### src/rtl/multdiv_seq.sv
// rtl/multdiv_seq.sv - start/count/capture sequencer for the iterative multiply and divide datapaths
// Optional: define MULTDIV_DIVOVF_EN to short-circuit 32'h80000000 / -1 as an exception.
module multdiv_seq #(
  parameter int DIV_DONE  = 32,
  parameter int MULT_DONE = 16
) (
  input  logic        clock,
  input  logic        reset,
  input  logic        ctrl_MULT,
  input  logic        ctrl_DIV,
  input  logic [31:0] data_operandA,
  input  logic [31:0] data_operandB,
  output logic [31:0] data_result,
  output logic        data_exception,
  output logic        data_resultRDY,
  output logic [5:0]  dp_count,
  output logic [31:0] dp_opA,
  output logic [31:0] dp_opB,
  output logic        dp_sel,
  input  logic [31:0] dp_result,
  input  logic        dp_mult_ovf
);

  typedef enum logic [1:0] {IDLE, RUN, DONE} state_t;

  localparam logic [5:0] DIV_DONE_C  = 6'(DIV_DONE);
  localparam logic [5:0] MULT_DONE_C = 6'(MULT_DONE);
  localparam logic [5:0] COUNT_IDLE  = 6'h3F;

  state_t      state_q, state_d;
  logic [5:0]  count_q, count_d;
  logic [31:0] opa_q, opa_d, opb_q, opb_d;
  logic        sel_q, sel_d;
  logic [31:0] result_q, result_d;
  logic        exc_q, exc_d;
  logic        rdy_q, rdy_d;

  logic        start;
  logic        div_fast;
  logic [31:0] fast_result;
  logic [5:0]  done_cnt;

  assign start    = ctrl_DIV | ctrl_MULT;
  assign done_cnt = sel_q ? DIV_DONE_C : MULT_DONE_C;

`ifdef MULTDIV_DIVOVF_EN
  logic div_ovf;
  assign div_ovf     = (data_operandA == 32'h8000_0000) && (data_operandB == 32'hFFFF_FFFF);
  assign div_fast    = ctrl_DIV && ((data_operandB == 32'd0) || div_ovf);
  assign fast_result = div_ovf ? 32'h8000_0000 : 32'd0;
`else
  assign div_fast    = ctrl_DIV && (data_operandB == 32'd0);
  assign fast_result = 32'd0;
`endif

  always_comb begin
    state_d  = state_q;
    count_d  = count_q;
    opa_d    = opa_q;
    opb_d    = opb_q;
    sel_d    = sel_q;
    result_d = result_q;
    exc_d    = exc_q;
    rdy_d    = 1'b0;

    unique case (state_q)
      IDLE: count_d = COUNT_IDLE;
      RUN: begin
        if (count_q == done_cnt) begin
          result_d = dp_result;
          exc_d    = sel_q ? 1'b0 : dp_mult_ovf;
          rdy_d    = 1'b1;
          state_d  = DONE;
          count_d  = done_cnt + 6'd1;
        end else begin
          count_d = count_q + 6'd1;
        end
      end
      DONE: begin
        state_d = IDLE;
        count_d = COUNT_IDLE;
      end
      default: begin
        state_d = IDLE;
        count_d = COUNT_IDLE;
      end
    endcase

    // A new pulse always wins, discarding any capture the aborted operation would have made.
    if (start) begin
      opa_d    = data_operandA;
      opb_d    = data_operandB;
      sel_d    = ctrl_DIV;
      result_d = result_q;
      exc_d    = exc_q;
      rdy_d    = 1'b0;
      if (div_fast) begin
        state_d  = DONE;
        count_d  = DIV_DONE_C + 6'd1;
        result_d = fast_result;
        exc_d    = 1'b1;
        rdy_d    = 1'b1;
      end else begin
        state_d = RUN;
        count_d = 6'd0;
      end
    end
  end

  always_ff @(posedge clock) begin
    if (reset) begin
      state_q  <= IDLE;
      count_q  <= COUNT_IDLE;
      opa_q    <= 32'd0;
      opb_q    <= 32'd0;
      sel_q    <= 1'b0;
      result_q <= 32'd0;
      exc_q    <= 1'b0;
      rdy_q    <= 1'b0;
    end else begin
      state_q  <= state_d;
      count_q  <= count_d;
      opa_q    <= opa_d;
      opb_q    <= opb_d;
      sel_q    <= sel_d;
      result_q <= result_d;
      exc_q    <= exc_d;
      rdy_q    <= rdy_d;
    end
  end

  assign dp_count       = count_q;
  assign dp_opA         = opa_q;
  assign dp_opB         = opb_q;
  assign dp_sel         = sel_q;
  assign data_result    = result_q;
  assign data_exception = exc_q;
  assign data_resultRDY = rdy_q;

endmodule

### config.mk
export PLATFORM = sky130hd
export DESIGN_NAME = multdiv_seq
export DESIGN_NICKNAME = d
export VERILOG_FILES = /design/src/rtl/multdiv_seq.sv
export SDC_FILE = /design/constraint.sdc
export NUM_CORES = 1
export LEC_CHECK = 0
export BUFFER_PORTS_ARGS = -buffer_cell sky130_fd_sc_hd__buf_2
export CORE_MARGIN = 4
export CORE_UTILIZATION = 41
export CTS_CLUSTER_SIZE = 25
export DETAILED_ROUTE_END_ITERATION = 8
export MAX_ROUTING_LAYER = met4
export PLACE_DENSITY = 0.76
export SLEW_MARGIN = 20
export SYNTH_ARGS = -nofsm -noshare
export SYNTH_HDL_FRONTEND = slang
export SYNTH_SLANG_ARGS = --single-unit
### constraint.sdc
create_clock -name clock -period 1.8 [get_ports clock]
set_input_delay 0.27 -clock clock [delete_from_list [all_inputs] [get_ports clock]]
set_output_delay 0.27 -clock clock [all_outputs]
set_load 0.01 [all_outputs]
==> key figures <==
Outcome
  • Violated checks: negative setup slack
  • Status: finished, violations left

Power
  • Part of the power in the clock network: 33.5%
  • Worst vdd ir: 0.434 mV
  • Flop pwr share: 54.2%
  • PD cells: 828 nW/um^2
  • P_sw: 1.16 mW
  • Total chip power: 4.65 mW
  • Sw Ratio: 24.9%
  • P_int: 3.50 mW
  • Leakage: 2.59 nW
  • Comb pwr share: 12.3%

Clocking
  • CTS root buffer: clkbuf_8
  • H-tree levels: 3
  • Inserted Clock Buffers: 9
  • Deepest clock path buffer count: 2
  • Post-cts hold buffer count: 0
  • Clock slew at reported path FFs: 0.10 ns
  • Clock sink total: 107
  • Clk_lat worst skew: 0.36 ns
  • TritonCTS clock tree: yes

Timing
  • Post-route setup TNS: -2.44 ns
  • Fin crit share: 105%
  • Tmin final: 1.89 ns
  • Slew margin rel.: 57.3%
  • Worst slew pin tran: 0.641 ns
  • Fmax achieved: 0.529 GHz
  • Clock Skews: 0.00912 ns
  • Fin. Hold Viols: 0
  • Final setup viols: 33
  • Unrepaired setup endpoints after global routing: true
  • Max-slew violations: 0
  • Final setup margin: -0.0900 ns

GRT
  • Global-route wire length before repair: 18500 microns
  • Largest net degree at the start of global routing: 69
  • GR Overflow Total: 0
  • Vias in the first global route: 3900
  • Global Route Usage Sum: 20.2%
  • Initial antenna violation count: 0

Route
  • Routed WL per cell: 14.3 microns
  • WL final: 11800 microns
  • # DRC: 0
  • TritonRoute pass-1 iters: 5
  • Vias post-DR: 4118
  • DR iter-0 viols: 289
  • Post-DRT Antenna Nets: 0
  • Vias per cell: 4.98

Worst setup path
  • CP Class: flop to flop
  • Slowest library cell on the worst path: or3b_4
  • Worst Path Buf+Inv: 2
  • Crit-path cells: or3b_4 > a2111oi_4 > buf_4 > nand3_4 > buf_12 > nand3_1 > a21oi_2
  • Reg2reg end: data_result[19]
  • CP startpoint kind: flop
  • Worst-path fanout max: 34
  • Max incr delay on CP: 0.38 ns
  • Crit path capture type: flop
  • WP depth: 7
  • Worst-case reg-to-reg path depth: 7
  • Worst setup path endpoint: data_result[19]
  • Crit path required time: 2.05 ns
  • Crit path DAT: 2.14 ns
  • R2r startpoint: dp_count[4]
  • R2r setup slk: -0.09 ns
  • Setup crit start: dp_count[4]
  • Family with the most delay on the worst path: simple AND/OR/NAND/NOR gates

Synth
  • Number of flops mapped to enable cells by yosys: 0
  • Seq/Total Area, Yosys: 51.6%
  • Yosys top cell area share: 51.6%
  • Flops & latches, synth: 107
  • Main synth FF type: dfxtp_1
  • Synth area leaders: dfxtp_1 52%, nand2_1 12%, a21oi_1 8.4%
  • Yosys top cell by area: dfxtp_1
  • Async S/R FF share, synth: 0%
  • Most frequent cell after synthesis: nand2_1
  • Mapped cell area: 4150 sq um
  • Most frequent cells after synthesis: 134 x nand2_1, 107 x dfxtp_1, 70 x a21oi_1, 35 x nand3_1, 31 x clkbuf_1
  • Syn Area/Cell: 8.42 sq um
  • Mapped Cells: 493
  • Yosys warnings: 0
  • Synth cell types: 32
  • Mapped Nets: 596

Place
  • GP Congestion: 0.789
  • Port-buffer cells: 205
  • Dpl hpwl: 8400 microns
  • Dpl cells: 809

Job
  • Max_cap viols: 0

Final layout
  • Layout cells sized above 1: 44.1%
  • Storage element area: 2150 sq um
  • Layout Utilization: 57.2%
  • ANT cells: 0
  • Multi-input logic area: 1810 sq um
  • Layout Cells excl Fill: 827
  • Layout Area Growth over Synthesis: 35.3%
  • Fin nets: 793
  • Filler cells: 927

Die
  • Initial core utilization: 42.3%
  • Die Y-Extent: 109 microns
  • DIE WIDTH: 109 microns
  • DIE AREA: 11800 sq um
  • Number of I/O pins: 206
  • FP Rows: 36
  • Core Region: 9820 sq um

Min path
  • Hold path cells: 3
  • HP Class: primary input to flop
## cells by family after synthesis
kind of cell | after synthesis | share of synthesized area [%]
simple gates | 227 | 25.0
flops | 107 | 51.6
compound gates | 109 | 16.6
xor+xnor | 4 | 0.844
buf+inv | 44 | 5.33
fa+ha+maj | 2 | 0.602
## cell type report
cell class / count / area share [%]
Tap cell: 133 / 2.96
Sequential cell: 107 / 38.2
Timing Repair Buffer: 224 / 22.5
Clock inverter: 5 / 1.40
Inverter: 6 / 0.401
Multi-Input combinational cell: 342 / 32.2
Clock buffer: 10 / 2.27
## state kept, by name (all words and copies together), names as in the netlist
| register | cells |
|---|---|
| data_resultRDY | 1 |
| dp_count | 6 |
| data_exception | 1 |
| dp_opB | 32 |
| dp_opA | 32 |
| state_q | 2 |
| data_result | 32 |
| dp_sel | 1 |
## power groups by stage
| stage | clock network, mW | logic [mW] | registers, mW |
|---|---|---|---|
| finish | 1.56 | 0.573 | 2.52 |
| global route | 1.70 | 0.635 | 2.54 |
| CTS | 1.60 | 0.579 | 2.52 |
| detailed placement | 0 | 0.575 | 2.58 |
| global placement | 0 | 0.562 | 2.57 |
| floorplan | 0 | 0.214 | 2.63 |
## repair_timing
action	CTS	global route
setup buffers	2	0
hold endpoints to repair	0	0
pin swaps	3	1
resized for setup	3	0
endpoints found under the setup margin	32	35
gates cloned	1	0
## per-layer routing
metal	routed length, microns	part of all wire (%)	global-route usage, %	up-vias
met5	0	0	-	-
met4	299	2.5	9.56	0
met3	779	6.6	2.72	22
met2	5880	50	32.7	166
met1	4880	41	25.0	1911
li1	-	-	-	2019
## tightest hold or removal path: stages
cell	delay (ns)
buf_2	0.09
nand2_1	0.04
a21oi_1	0.05
## worst min-delay path by stage
stage / from / to / slack [ns]
global placement: dp_opA[2] / dp_opA[2] / 0.44
CTS: data_operandA[23] / dp_opA[23] / 0.11
global route: dp_result[26] / data_result[26] / 0.12
finish: data_operandA[27] / dp_opA[27] / 0.13
detailed placement: dp_opA[11] / dp_opA[11] / 0.44
floorplan: ctrl_DIV / dp_sel / 0.39
## stage by stage
stage	worst slack [ns]	hold WS, ns	cell area, sq um
floorplan	-0.00136	0.387	4160
global placement	-0.194	0.435	5360
detailed placement	-0.231	0.441	5360
CTS	-0.0841	0.113	5620
global route	-0.166	0.117	5620
finish	-0.0900	0.134	5620
## cells in the final DEF, fill, tap and decap left out, drive strengths merged, types with 2 or more instances in the layout
master,instances
buf,224
nand2,164
dfxtp,107
a21oi,100
nand3,36
clkbuf,10
inv,6
nor4,6
nand2b,5
o21ai,5
nor2,4
xnor2,3
clkinv,3
nor2b,2
nor3,2
or3,2
ha,2
bufinv,2
(Power assumes the default switching activity.)
